$ cat config.mk
export PLATFORM = sky130hd
export DESIGN_NAME = multicycle_control_fsm_flat
export DESIGN_NICKNAME = d
export VERILOG_FILES = /design/src/rtl/multicycle_control_fsm_if.sv /design/src/rtl/multicycle_control_fsm.sv /design/src/flat_wrapper.sv
export SDC_FILE = /design/constraint.sdc
export NUM_CORES = 1
export LEC_CHECK = 0
export BUFFER_PORTS_ARGS = -buffer_cell sky130_fd_sc_hd__buf_4
export CAP_MARGIN = 20
export CORE_ASPECT_RATIO = 1.75
export CORE_MARGIN = 3
export CORE_UTILIZATION = 52
export DETAILED_ROUTE_END_ITERATION = 8
export PLACE_DENSITY = 0.86
export SLEW_MARGIN = 30
export SYNTH_ARGS = -nofsm -noshare
export SYNTH_HDL_FRONTEND = slang
export SYNTH_SLANG_ARGS = --single-unit
$ cat constraint.sdc
create_clock -name clk -period 5.9 [get_ports clk]
set_input_delay 0.885 -clock clk [delete_from_list [all_inputs] [get_ports clk]]
set_output_delay 0.885 -clock clk [all_outputs]
set_load 0.01 [all_outputs]
$ cat src/rtl/multicycle_control_fsm_if.sv
// Control/status bundle between the multi-cycle sequencer (master) and the
// datapath plus shared memory port (slave).
interface multicycle_control_fsm_if #(
  parameter int RETIRE_W = 32
);
  logic [31:0]         instruction;
  logic                zero;
  logic                mem_ready;

  logic                mem_req;
  logic                mem_we;
  logic                ir_write;
  logic                pc_write;
  logic [1:0]          pc_src;
  logic                alu_src;
  logic [1:0]          alu_op;
  logic                reg_write;
  logic [1:0]          wb_sel;
  logic [2:0]          state;
  logic                instr_retired;
  logic [RETIRE_W-1:0] retire_count;
  logic                illegal_insn;

  modport master (
    input  instruction, zero, mem_ready,
    output mem_req, mem_we, ir_write, pc_write, pc_src, alu_src, alu_op,
           reg_write, wb_sel, state, instr_retired, retire_count, illegal_insn
  );

  modport slave (
    output instruction, zero, mem_ready,
    input  mem_req, mem_we, ir_write, pc_write, pc_src, alu_src, alu_op,
           reg_write, wb_sel, state, instr_retired, retire_count, illegal_insn
  );
endinterface

$ cat src/rtl/multicycle_control_fsm.sv
// FETCH/DECODE/EXECUTE/MEM/WB sequencer for the RV32I subset core.
// Define ILLEGAL_TRAP_EN to trap on illegal opcodes; otherwise they retire as NOPs.
module multicycle_control_fsm #(
  parameter int RETIRE_W = 32
) (
  input  logic                     clk,
  input  logic                     rst,
  multicycle_control_fsm_if.master bus
);

  typedef enum logic [2:0] {
    S_FETCH   = 3'd0,
    S_DECODE  = 3'd1,
    S_EXECUTE = 3'd2,
    S_MEM     = 3'd3,
    S_WB      = 3'd4,
    S_TRAP    = 3'd5
  } state_t;

  localparam logic [6:0] OP_R    = 7'h33;
  localparam logic [6:0] OP_ADDI = 7'h13;
  localparam logic [6:0] OP_LW   = 7'h03;
  localparam logic [6:0] OP_SW   = 7'h23;
  localparam logic [6:0] OP_BEQ  = 7'h63;
  localparam logic [6:0] OP_JAL  = 7'h6F;

  state_t              state_q, state_d;
  logic [RETIRE_W-1:0] retire_count_q, retire_count_d;

  logic [6:0] opcode;
  logic       is_r, is_addi, is_lw, is_sw, is_beq, is_jal, is_legal;

  logic       mem_req_c, mem_we_c, ir_write_c, pc_write_c;
  logic [1:0] pc_src_c, alu_op_c, wb_sel_c;
  logic       alu_src_c, reg_write_c, retire_c;

  assign opcode   = bus.instruction[6:0];
  assign is_r     = (opcode == OP_R);
  assign is_addi  = (opcode == OP_ADDI);
  assign is_lw    = (opcode == OP_LW);
  assign is_sw    = (opcode == OP_SW);
  assign is_beq   = (opcode == OP_BEQ);
  assign is_jal   = (opcode == OP_JAL);
  assign is_legal = is_r | is_addi | is_lw | is_sw | is_beq | is_jal;

  // Strobes are Mealy: they depend on the registered state, the opcode and,
  // where a transition is conditional, on mem_ready/zero in the same cycle.
  always_comb begin
    state_d     = state_q;
    mem_req_c   = 1'b0;
    mem_we_c    = 1'b0;
    ir_write_c  = 1'b0;
    pc_write_c  = 1'b0;
    pc_src_c    = 2'b00;
    alu_src_c   = 1'b0;
    alu_op_c    = 2'b00;
    reg_write_c = 1'b0;
    wb_sel_c    = 2'b00;
    retire_c    = 1'b0;

    case (state_q)
      S_FETCH: begin
        mem_req_c = 1'b1;
        if (bus.mem_ready) begin
          ir_write_c = 1'b1;
          pc_write_c = 1'b1;
          pc_src_c   = 2'b00;
          state_d    = S_DECODE;
        end
      end

      S_DECODE: begin
        if (is_legal) begin
          state_d = S_EXECUTE;
        end else begin
`ifdef ILLEGAL_TRAP_EN
          state_d = S_TRAP;
`else
          retire_c = 1'b1;
          state_d  = S_FETCH;
`endif
        end
      end

      S_EXECUTE: begin
        alu_src_c = is_addi | is_lw | is_sw;
        if (is_lw || is_sw) begin
          alu_op_c = 2'b00;
        end else if (is_beq) begin
          alu_op_c = 2'b01;
        end else if (is_r || is_addi) begin
          alu_op_c = 2'b10;
        end

        if (is_beq) begin
          pc_write_c = bus.zero;
          pc_src_c   = 2'b01;
          retire_c   = 1'b1;
          state_d    = S_FETCH;
        end else if (is_jal) begin
          pc_write_c  = 1'b1;
          pc_src_c    = 2'b10;
          reg_write_c = 1'b1;
          wb_sel_c    = 2'b10;
          retire_c    = 1'b1;
          state_d     = S_FETCH;
        end else if (is_lw || is_sw) begin
          state_d = S_MEM;
        end else begin
          state_d = S_WB;
        end
      end

      S_MEM: begin
        mem_req_c = 1'b1;
        mem_we_c  = is_sw;
        if (bus.mem_ready) begin
          if (is_sw) begin
            retire_c = 1'b1;
            state_d  = S_FETCH;
          end else begin
            state_d = S_WB;
          end
        end
      end

      S_WB: begin
        reg_write_c = 1'b1;
        wb_sel_c    = is_lw ? 2'b01 : 2'b00;
        retire_c    = 1'b1;
        state_d     = S_FETCH;
      end

      S_TRAP: begin
`ifdef ILLEGAL_TRAP_EN
        state_d = S_TRAP;
`else
        state_d = S_FETCH;
`endif
      end

      default: state_d = S_FETCH;
    endcase

    retire_count_d = retire_count_q + RETIRE_W'(retire_c);
  end

  always_ff @(posedge clk) begin
    if (rst) begin
      state_q        <= S_FETCH;
      retire_count_q <= '0;
    end else begin
      state_q        <= state_d;
      retire_count_q <= retire_count_d;
    end
  end

`ifdef ILLEGAL_TRAP_EN
  logic illegal_q, illegal_d;

  always_comb begin
    illegal_d = illegal_q | (state_d == S_TRAP);
  end

  always_ff @(posedge clk) begin
    if (rst) begin
      illegal_q <= 1'b0;
    end else begin
      illegal_q <= illegal_d;
    end
  end

  assign bus.illegal_insn = illegal_q & ~rst;
`else
  assign bus.illegal_insn = 1'b0;
`endif

  // Everything reads 0 while reset is held, even before the first edge clears state.
  assign bus.mem_req       = mem_req_c   & ~rst;
  assign bus.mem_we        = mem_we_c    & ~rst;
  assign bus.ir_write      = ir_write_c  & ~rst;
  assign bus.pc_write      = pc_write_c  & ~rst;
  assign bus.pc_src        = rst ? 2'b00 : pc_src_c;
  assign bus.alu_src       = alu_src_c   & ~rst;
  assign bus.alu_op        = rst ? 2'b00 : alu_op_c;
  assign bus.reg_write     = reg_write_c & ~rst;
  assign bus.wb_sel        = rst ? 2'b00 : wb_sel_c;
  assign bus.state         = rst ? 3'd0 : state_q;
  assign bus.instr_retired = retire_c    & ~rst;
  assign bus.retire_count  = rst ? '0 : retire_count_q;

endmodule

$ cat src/flat_wrapper.sv
// flat-port wrapper written by rule: the top's interface ports become plain ports
module multicycle_control_fsm_flat 
#(
  parameter int RETIRE_W = 32
)
  (clk, rst, bus_instruction, bus_zero, bus_mem_ready, bus_mem_req, bus_mem_we, bus_ir_write, bus_pc_write, bus_pc_src, bus_alu_src, bus_alu_op, bus_reg_write, bus_wb_sel, bus_state, bus_instr_retired, bus_retire_count, bus_illegal_insn);
  multicycle_control_fsm_if #(.RETIRE_W(RETIRE_W)) bus_i ();
  input  logic clk;
  input  logic rst;
  input wire logic [$bits(bus_i.instruction)-1:0] bus_instruction;
  input wire logic [$bits(bus_i.zero)-1:0] bus_zero;
  input wire logic [$bits(bus_i.mem_ready)-1:0] bus_mem_ready;
  output wire logic [$bits(bus_i.mem_req)-1:0] bus_mem_req;
  output wire logic [$bits(bus_i.mem_we)-1:0] bus_mem_we;
  output wire logic [$bits(bus_i.ir_write)-1:0] bus_ir_write;
  output wire logic [$bits(bus_i.pc_write)-1:0] bus_pc_write;
  output wire logic [$bits(bus_i.pc_src)-1:0] bus_pc_src;
  output wire logic [$bits(bus_i.alu_src)-1:0] bus_alu_src;
  output wire logic [$bits(bus_i.alu_op)-1:0] bus_alu_op;
  output wire logic [$bits(bus_i.reg_write)-1:0] bus_reg_write;
  output wire logic [$bits(bus_i.wb_sel)-1:0] bus_wb_sel;
  output wire logic [$bits(bus_i.state)-1:0] bus_state;
  output wire logic [$bits(bus_i.instr_retired)-1:0] bus_instr_retired;
  output wire logic [$bits(bus_i.retire_count)-1:0] bus_retire_count;
  output wire logic [$bits(bus_i.illegal_insn)-1:0] bus_illegal_insn;
  assign bus_i.instruction = bus_instruction;
  assign bus_i.zero = bus_zero;
  assign bus_i.mem_ready = bus_mem_ready;
  assign bus_mem_req = bus_i.mem_req;
  assign bus_mem_we = bus_i.mem_we;
  assign bus_ir_write = bus_i.ir_write;
  assign bus_pc_write = bus_i.pc_write;
  assign bus_pc_src = bus_i.pc_src;
  assign bus_alu_src = bus_i.alu_src;
  assign bus_alu_op = bus_i.alu_op;
  assign bus_reg_write = bus_i.reg_write;
  assign bus_wb_sel = bus_i.wb_sel;
  assign bus_state = bus_i.state;
  assign bus_instr_retired = bus_i.instr_retired;
  assign bus_retire_count = bus_i.retire_count;
  assign bus_illegal_insn = bus_i.illegal_insn;
  multicycle_control_fsm #(.RETIRE_W(RETIRE_W)) u_core (.clk(clk), .rst(rst), .bus(bus_i));
endmodule
* Yosys cells after proc, flatten, opt, wreduce, memory -nomap -nowiden
Cells that the tools add are included.
Storage, ports and cells: output and inout port bits 49, word-level logic and storage cells 73, flip-flop bits (word level) 35, input port bits 36
Operators by class: equality and inequality tests 12, reduce and logical (&&, ||, !) cells 5, mux-type cells 38, bitwise gates (word level) 15, add/sub/neg operators 1
Operators by type and width (number):
- 32-bit by 1-bit adder with 32-bit output | 1
- 32-bit 2-to-1 mux | 1
- 2-bit 2-to-1 mux | 12
- 3-bit 2-to-1 mux | 7
- 7-bit by 6-bit == test with 1-bit output (second input constant) | 2
- 7-bit == test (second input constant) | 2
- 1-bit 2-to-1 mux | 13
- 3-bit one-hot mux with 4 select lines | 1
- 1-bit bitwise AND | 7
- 7-bit by 2-bit == test with 1-bit output (second input constant) | 1
- 7-bit by 5-bit == test with 1-bit output (second input constant) | 1
- 1-bit bitwise OR | 7
- 3-bit by 2-bit == test with 1-bit output (second input constant) | 2
- 2-bit inequality test (second input constant) | 2
- 1-bit one-hot mux with 2 select lines | 2
- 1-bit one-hot mux with 4 select lines | 1
- 2-bit one-hot mux with 2 select lines | 1
- 3-bit by 1-bit == test with 1-bit output (second input constant) | 1
- 3-bit == test (second input constant) | 1
- 3-bit zero test | 1
- 1-bit logical OR | 2
- 2-bit AND reduction | 1
- 2-bit OR reduction | 1
- 1-bit inverter | 1

* Longest topological paths before layout
Gate-level depths: netlist (run 1).
depth in word-level cells 9, gate-level depth with buffers 11, depth with buffers taken out 8

* Least setup slack after synthesis (run 1)
OpenSTA, ideal clock, no wires.
path type input to register, start point input port bus_instruction[3], end point register u_core.retire_count_q[31], setup time 0.121 ns, data required time 5.779 ns, buffers on the path 3, setup slack 2.501 ns, arrival 3.279 ns, stages 11, path through or2_2 > clkbuf_1 > nor4_2 > a32oi_1 > nand3_1 > ha_1 > clkbuf_1 > nand4_1 > buf_2 > nor4_1 > mux2_2
On the way: cells in the longest elaborated chain, start to end 9, elaborated cells between the ends (all ways) 18, those cells by class add/sub (1); eq/ne (6); mux (6); bitwise (5)
Ends and longest elaborated chain:
- from (decl) | RTL line flat_wrapper.sv:10 | input wire logic [$bits(bus_i.instruction)-1:0] bus_instruction;
- 7-bit by 6-bit == test with 1-bit output or 7-bit by 5-bit == test with 1-bit output (tied branches) | RTL line multicycle_control_fsm.sv:38, multicycle_control_fsm.sv:39
- 1-bit bitwise OR (5 in series) | RTL line multicycle_control_fsm.sv:44 | assign is_legal = is_r | is_addi | is_lw | is_sw | is_beq | is_jal;
- 1-bit 2-to-1 mux | RTL line multicycle_control_fsm.sv:73 | if (is_legal) begin
- 1-bit one-hot mux with 4 select lines (*) | RTL line multicycle_control_fsm.sv:61 | case (state_q)
- 32-bit by 1-bit adder with 32-bit output (*) | RTL line multicycle_control_fsm.sv:145 | retire_count_d = retire_count_q + RETIRE_W'(retire_c);
- to (signal assigned) | RTL line multicycle_control_fsm.sv:154 | retire_count_q <= retire_count_d;
- to (decl) | RTL line multicycle_control_fsm.sv:28 | logic [RETIRE_W-1:0] retire_count_q, retire_count_d;
Every way passes the cells marked *; elsewhere a longest branch is shown, timed or not. A chain may end at the register's enable or synchronous reset.

* Worst setup path in the final report (run 1)
Ends and elaborated chain as after synthesis.

==> impl_metrics.json, run 1 <==
{
  "wl_um": 4610,
  "track_usage_pct": 20.83,
  "cts_tree": "built",
  "critPathLaunchType": "input pin",
  "wl_per_cell_um": 12.81,
  "dp.cells": 354,
  "antenna_cells": 0,
  "min_period_over_period_pct": 67.37,
  "die-area_sq_mm": 0.004736,
  "drive_gt1_share_pct": 23.57,
  "period_minus_slack_ns": 3.975,
  "tightest_slew_ns": 0.6908,
  "fin_tns_setup_ns": 0,
  "max-clock-path-buffers": 2,
  "cap_violations": 0,
  "fin_cells": 360,
  "path_max_fanout": 20,
  "start_util_pct": 55.07,
  "grt_max_degree": 74,
  "outcome": "finished, final reports clean",
  "use_met1_pct": 20.31,
  "crit_required_ns": 6.07,
  "firstDrtPassIters": 4,
  "grt_pass1_wl_um": 7521,
  "die_w_um": 53.33,
  "powerDensity_mw_per_mm2": 168.6,
  "slew_headroom_pct": 53.81,
  "ctsHoldBuffers": 0,
  "io_pins": 85,
  "syn_to_final_growth_pct": 24.25,
  "yosysWarnings": 0,
  "avgSynthCellArea_sq_um": 7.634,
  "fmax_ghz": 0.2516,
  "drt_iter0_drc": 49,
  "clock-sinks": 35,
  "row_count": 29,
  "final_cell_mix": "buf_4 (58), nor2_1 (40), dfxtp_1 (35), nor2b_1 (28), nand2_1 (17)",
  "path_clk_slew_ns": 0.06,
  "ctsResizeCount": 0,
  "post-route-drc-count": 0,
  "coreArea_sq_mm": 0.003701,
  "hold_violations": 0,
  "cts-buffers-inserted": 5,
  "via_per_inst": 5.475,
  "cp_cell_sequence": "buf_4, or2_2, nor4_2, a32oi_1, nand3_1, ha_1, nand4_1, nor4_1, mux2_2",
  "grt_util_met2_pct": 40.11,
  "nFillCells": 344,
  "busiest_layer": "met2",
  "multiInputGateArea_sq_mm": 0.001232,
  "rsz0062_at_grt": "no",
  "final_common_cell": "buf_4",
  "maxSlewViolCount": 0,
  "first_global_vias": 1838,
  "h-tree-depth": 2,
  "die_height_um": 88.82,
  "synth_nets": 305,
  "hpwl_um": 3437,
  "syn_inst": 267,
  "setup_viol": 0,
  "seq_area_sq_um": 700.7,
  "synth_cell_types": 40,
  "crit_path_end_kind": "register",
  "ant_nets": 0,
  "clock_skew_ns": 0.002572,
  "hold_path_class": "reg2reg",
  "synth-seq-area-share_pct": 34.38,
  "use_met3_pct": 5.396,
  "gp_congestion": 0.7745,
  "antenna_found_initial": 0,
  "synth.cell_area_sq_mm": 0.002038,
  "arrival_ns": 4.14,
  "gr-total-overflow": 0,
  "cts_setup_buffers": 0,
  "num_vias": 1971,
  "irDropWorstVdd_v": 0.0001945,
  "fin_nets": 353,
  "clock-root-buffer": "clkbuf_8",
  "p_leak_nw": 1.012,
  "crit_slowest_cell": "nand4_1",
  "ys_ff_latch": 35,
  "critical_path_class": "in2reg",
  "clock_latency_ns": 0.28,
  "io_buffer_count": 58,
  "cp_slowest_stage_delay_ns": 0.60
}
## power breakdown
part | switching (mW) | internal (mW) | leakage, nW
combinational | 0.0191 | 0.0129 | 0.693
clock | 0.0761 | 0.0786 | 0.0371
sequential | 0.00257 | 0.238 | 0.282
## flip-flops by register name (all words and copies together) (netlist names)
| signal | count |
|---|---|
| u_core.retire_count_q | 32 |
| u_core.state_q | 3 |
## layout make-up
| class | instances | area share [%] |
|---|---|---|
| sequential | 35 | 27.67 |
| inverter | 9 | 1.334 |
| clock buffer | 6 | 2.866 |
| timing repair buffer | 58 | 17.19 |
| multi-input combinational | 206 | 48.67 |
| tap | 46 | 2.273 |
## worst max-delay path: cells and delay by family
kind	cells	cell delay, ns
multiplexers	1	0.37
AND/OR/NAND/NOR	5	2.18
adder cells (fa/ha/maj)	1	0.33
AO/OA/AOI/OAI	1	0.26
buffers and inverters	1	0.11
## kinds of logic after synthesis
family                     Yosys count  synth area share (%)
muxes                               11                 6.077
buffers and inverters               26                 5.156
AOI/OAI and AO/OA                   34                 9.393
and+or+nand+nor                    147                 38.86
DFF                                 35                 34.38
xor gates and xnor gates            11                 4.727
adders and majority gates            2                 1.228
other                                1                0.1840
## Yosys cell counts (all sizes together)
cell / number / share of area [%]
nor2b: 28 / 8.6
nand3: 10 / 2.5
o21ai: 12 / 2.9
nand4b: 1 / 0.43
or2: 1 / 0.31
nand4: 7 / 2.1
nor4: 3 / 1.2
and3: 2 / 0.61
nand2b: 4 / 1.2
xor2: 8 / 3.4
clkbuf: 9 / 1.7
a32oi: 1 / 0.43
conb: 1 / 0.18
nor3: 10 / 2.5
o21a: 1 / 0.37
inv: 9 / 1.7
a21oi: 14 / 3.4
and2: 1 / 0.31
ha: 2 / 1.2
o31ai: 2 / 0.74
buf: 8 / 1.8
dfxtp: 35 / 34
xnor2: 3 / 1.3
nor2: 40 / 7.4
or3: 9 / 2.8
a2111oi: 1 / 0.43
nand2: 17 / 3.1
mux2: 11 / 6.1
or4: 3 / 1.1
a211oi: 2 / 0.74
nand3b: 1 / 0.37
and4: 6 / 2.6
nor4b: 1 / 0.43
nor3b: 3 / 1.4
a31oi: 1 / 0.31
## worst paths after layout
kind                                        start                                    to  slack [ns]  cells past startpoint
max                            bus_instruction[3]  u_core.retire_count_q[31]$_SDFF_PP0_        1.93                      9
min          u_core.retire_count_q[11]$_SDFF_PP0_  u_core.retire_count_q[11]$_SDFF_PP0_        0.50                      2
max reg2reg        u_core.state_q[0]$_SDFFE_PP0P_  u_core.retire_count_q[31]$_SDFF_PP0_        2.58                      7
min reg2reg  u_core.retire_count_q[11]$_SDFF_PP0_  u_core.retire_count_q[11]$_SDFF_PP0_        0.50                      2
## routing by layer
layer | wire [um] | vias up
met5 | 0 | -
met4 | 66 | 0
met3 | 260 | 6
met2 | 2501 | 52
met1 | 1782 | 900
li1 | - | 1013
## stage by stage
stage                     setup slack (ns)  utilization (%)  power, mW  hold WS [ns]  area, sq um
after floorplan                      2.501                -     0.2645        0.4608         2038
after global placement               1.677            66.46     0.2765        0.4723         2460
after detailed placement             1.691            66.46     0.2776        0.4962         2460
after global routing                 1.688            68.42     0.4466        0.5177         2532
final                                1.925            68.42     0.4270        0.5040         2532
after CTS                            1.951            68.42     0.4324        0.5069         2532
(Power assumes the default switching activity.)
==> inputs of run 2 (changes only) <==
- CORE_UTILIZATION: 52 -> 48
- PLACE_DENSITY: 0.86 -> 0.8
- clock period: 5.9 -> 3.89 ns (I/O delays scaled with it)
==> impl_metrics.json, run 2 (synthesis results as in run 1) <==
{
  "outcome": "finished, final reports clean",
  "powerDensity_mw_per_mm2": 270.5,
  "first_global_vias": 1818,
  "coreArea_sq_mm": 0.003979,
  "power.share.clock_pct": 41.1,
  "rsz0062_at_grt": "no",
  "fin_util_pct": 65.06,
  "die_height_um": 92.20,
  "die-area_sq_mm": 0.005095,
  "track_usage_pct": 17.74,
  "clock_latency_ns": 0.29,
  "wl_um": 4490,
  "design_area_sq_mm": 0.002589,
  "hold_path_class": "reg2reg",
  "antenna_cells": 0,
  "drive_gt1_share_pct": 25.08,
  "cap_violations": 0,
  "hold_violations": 0,
  "final_cell_mix": "buf_4 (61), nor2_1 (40), dfxtp_1 (35), nor2b_1 (28), nand2_1 (17)",
  "fin_cells": 367,
  "irDropWorstVdd_v": 0.0001978,
  "dp.cells": 359,
  "num_vias": 2000,
  "gp_congestion": 0.7680,
  "reg_top3": "u_core.retire_count_q x32, u_core.state_q x3",
  "internal_power_mw": 0.5412,
  "dpl_cell_area_sq_mm": 0.002485,
  "hpwl_um": 3324,
  "tightest_slew_ns": 0.6721,
  "ctsHoldBuffers": 0,
  "clock-sinks": 35,
  "io_pins": 85,
  "p_seq_share_pct": 52.0,
  "p_sw_mw": 0.1591,
  "p_total_mw": 0.7003,
  "nFillCells": 380,
  "syn_to_final_growth_pct": 27.01,
  "clock_skew_ns": 0.006128,
  "largest_register_ffs": 32,
  "final_common_cell": "buf_4",
  "slew_headroom_pct": 55.19,
  "wl_per_cell_um": 12.23,
  "clock-root-buffer": "clkbuf_8",
  "crit_path_end_kind": "register",
  "drt_iter0_drc": 42,
  "crit_required_ns": 4.06,
  "die_w_um": 55.26,
  "max-clock-path-buffers": 2,
  "p_leak_nw": 1.040,
  "p_comb_share_pct": 6.9,
  "fmax_ghz": 0.3587,
  "fin_nets": 356,
  "start_util_pct": 51.23,
  "path_clk_slew_ns": 0.07,
  "gr-total-overflow": 0,
  "ctsResizeCount": 0,
  "critical_path_class": "in2reg",
  "post-route-drc-count": 0,
  "row_count": 30,
  "cts_tree": "built",
  "setup_viol": 0,
  "h-tree-depth": 2,
  "period_minus_slack_ns": 2.788,
  "ant_nets": 0,
  "maxSlewViolCount": 0,
  "io_buffer_count": 58,
  "firstDrtPassIters": 4,
  "cts-buffers-inserted": 5,
  "swShare_pct": 22.72,
  "grt_max_degree": 74,
  "min_period_over_period_pct": 71.66,
  "grt_pass1_wl_um": 7534,
  "arrival_ns": 2.96,
  "fin_tns_setup_ns": 0,
  "cts_setup_buffers": 0,
  "critPathLaunchType": "input pin",
  "path_max_fanout": 7,
  "via_per_inst": 5.450,
  "top_register": "u_core.retire_count_q",
  "antenna_found_initial": 0
}
run 2: cell type report:
type / instances / area, sq um / area share [%]
multi-input combinational: 206 / 1232 / 47.61
sequential: 35 / 700.7 / 27.07
timing repair buffer: 61 / 457.9 / 17.69
clock buffer: 7 / 96.34 / 3.722
tap: 48 / 60.06 / 2.320
inverter: 9 / 33.78 / 1.305
clock inverter: 1 / 7.507 / 0.2900
run 2: worst paths after layout:
check	start	endpoint	slack (ns)	cells after the start
worst max-delay path	bus_instruction[3]	u_core.retire_count_q[29]$_SDFF_PP0_	1.10	9
worst min-delay path	u_core.retire_count_q[21]$_SDFF_PP0_	u_core.retire_count_q[21]$_SDFF_PP0_	0.50	2
worst max register to register	u_core.state_q[0]$_SDFFE_PP0P_	u_core.retire_count_q[29]$_SDFF_PP0_	1.24	7
worst min register to register	u_core.retire_count_q[21]$_SDFF_PP0_	u_core.retire_count_q[21]$_SDFF_PP0_	0.50	2
run 2: metrics by stage:
stage | hold WS, ns | setup slack [ns]
after floorplan | 0.4608 | 0.7923
after global routing | 0.5394 | 0.8689
after detailed placement | 0.4854 | 0.7713
final | 0.4982 | 1.102
after global placement | 0.4740 | 0.8145
after CTS | 0.4958 | 1.112
run 2: power by group through the flow:
stage | Clock (mW) | Combinational [mW] | Sequential (mW)
2_1_floorplan | 0 | 0.0310 | 0.370
6_report | 0.288 | 0.0483 | 0.364
4_1_cts | 0.298 | 0.0488 | 0.364
3_5_place_dp | 0 | 0.0485 | 0.372
3_3_place_gp | 0 | 0.0478 | 0.372
5_1_grt | 0.317 | 0.0537 | 0.364
run 2: critical path, stage by stage:
cell      delay, ns
buf_4          0.11
or2_2          0.34
a211oi_1       0.45
nand2_1        0.13
nand3_1        0.13
ha_1           0.24
nand4_1        0.32
nor3_1         0.29
mux2_2         0.35
run 2: per-layer routing:
metal	GRT usage, %	part of all wire (%)	vias to the layer above
met5	0	0	-
met4	9.128	2.9	0
met3	4.085	5.1	15
met2	33.10	53	59
met1	17.74	39	913
li1	-	-	1013
==> inputs of run 3 (changes only) <==
- clock period: 3.89 -> 2.9 ns (I/O delays scaled with it)
==> impl_metrics.json, run 3 (synthesis results as in run 1) <==
{
  "powerDensity_mw_per_mm2": 366.4,
  "outcome": "finished, final reports clean",
  "largest_register_ffs": 32,
  "hold_violations": 0,
  "antenna_found_initial": 0,
  "top_register": "u_core.retire_count_q",
  "tightest_slew_ns": 0.6805,
  "hold_path_class": "in2reg",
  "clock-root-buffer": "clkbuf_8",
  "maxSlewViolCount": 0,
  "final_cell_mix": "buf_4 (71), nor2_1 (40), dfxtp_1 (35), nor2b_1 (28), nand2_1 (17)",
  "dp.cells": 369,
  "wl_per_cell_um": 12.34,
  "ant_nets": 0,
  "cts-buffers-inserted": 5,
  "setup_viol": 0,
  "r2r_slack_ns": 0.44,
  "rsz0062_at_grt": "no",
  "reg_top3": "u_core.retire_count_q x32, u_core.state_q x3",
  "die_height_um": 92.20,
  "die-area_sq_mm": 0.005095,
  "die_w_um": 55.26,
  "ctsHoldBuffers": 0,
  "via_per_inst": 5.391,
  "firstDrtPassIters": 4,
  "final_common_cell": "buf_4",
  "path_max_fanout": 6,
  "period_minus_slack_ns": 2.537,
  "cts_setup_buffers": 0,
  "timing.hold.worst_endpoint": "u_core.state_q[0]$_SDFFE_PP0P_",
  "min_period_over_period_pct": 87.48,
  "dp_slack_ns": 0.04409,
  "arrival_ns": 2.71,
  "fin_util_pct": 67.14,
  "io_buffer_count": 58,
  "drive_gt1_share_pct": 26.83,
  "reg2regPathDepth": 7,
  "start_util_pct": 51.23,
  "coreArea_sq_mm": 0.003979,
  "r2r-end": "u_core.retire_count_q[23]$_SDFF_PP0_",
  "irDropWorstVdd_v": 0.0002836,
  "gp_congestion": 0.8237,
  "fin_ws_ns": 0.3632,
  "wl_um": 4638,
  "dpl_cell_area_sq_mm": 0.002569,
  "ctsResizeCount": 0,
  "nFillCells": 385,
  "post-route-drc-count": 0,
  "h-tree-depth": 2,
  "grt_pass1_wl_um": 7831,
  "fin_tns_setup_ns": 0,
  "hp-start": "bus_mem_ready",
  "row_count": 30,
  "clock_skew_ns": 0.006411,
  "syn_to_final_growth_pct": 31.06,
  "max-clock-path-buffers": 2,
  "p_total_mw": 0.9789,
  "r2r-start": "u_core.state_q[1]$_SDFFE_PP0P_",
  "fin_nets": 366,
  "io_pins": 85,
  "path_clk_slew_ns": 0.06,
  "fmax_ghz": 0.3942,
  "clock-sinks": 35,
  "p_leak_nw": 1.092,
  "antenna_cells": 0,
  "first_global_vias": 1903,
  "fin_cells": 376,
  "clock_latency_ns": 0.28,
  "critical_path_class": "in2reg",
  "cap_violations": 0,
  "critPathLaunchType": "input pin",
  "design_area_sq_mm": 0.002671,
  "hpwl_um": 3477,
  "hold_ws_ns": 0.3877,
  "min_path_cells": 2,
  "drt_iter0_drc": 42,
  "crit_required_ns": 3.07,
  "track_usage_pct": 18.58,
  "num_vias": 2027,
  "crit_path_end_kind": "register",
  "slew_headroom_pct": 54.64,
  "gr-total-overflow": 0,
  "cts_tree": "built",
  "grt_max_degree": 74
}
-- run 3: final cells by class --
cell class                 count  area (sq um)  area share (%)
multi-input combinational    206          1241           46.46
timing repair buffer          71         533.0           19.95
clock buffer                   6         72.57           2.717
sequential                    35         700.7           26.23
inverter                       9         33.78           1.265
clock inverter                 1         30.03           1.124
tap                           48         60.06           2.248
-- run 3: how the worst max path moves through the flow --
| stage | from | endpoint | slack (ns) | cells past startpoint |
|---|---|---|---|---|
| 6_report | bus_instruction[3] | u_core.retire_count_q[23]$_SDFF_PP0_ | 0.36 | 11 |
| 3_3_place_gp | bus_instruction[3] | u_core.retire_count_q[31]$_SDFF_PP0_ | 0.09 | 10 |
| 3_5_place_dp | bus_instruction[2] | u_core.retire_count_q[23]$_SDFF_PP0_ | 0.04 | 11 |
| 2_1_floorplan | bus_instruction[3] | u_core.retire_count_q[31]$_SDFF_PP0_ | 0.01 | 11 |
| 4_1_cts | bus_instruction[2] | u_core.retire_count_q[23]$_SDFF_PP0_ | 0.35 | 11 |
| 5_1_grt | bus_instruction[3] | u_core.retire_count_q[23]$_SDFF_PP0_ | 0.17 | 11 |
-- run 3: power by group --
group          internal, mW  switching [mW]  total (mW)  leakage, nW
sequential            0.483         0.00265       0.486        0.282
clock                 0.252           0.169       0.420       0.0513
combinational        0.0296          0.0427      0.0724        0.758
-- run 3: layer usage --
layer  vias to the layer above  wire length, um  part of all wire [%]  GRT usage (%)
met4                         0              144                   3.1          10.95
li1                       1036                -                     -              -
met3                        12              213                   4.6          3.803
met1                       926             1819                    39          18.61
met5                         -                0                     0              0
met2                        53             2460                    53          34.29
-- run 3: critical path, cell delays in order --
cell and delay [ns]:
buf_4 0.08, or2_2 0.17, a211oi_1 0.12, buf_4 0.15, or4_1 0.43, nand3_1 0.12
ha_1 0.17, nand4_1 0.21, buf_4 0.22, nor4_1 0.22, mux2_2 0.37
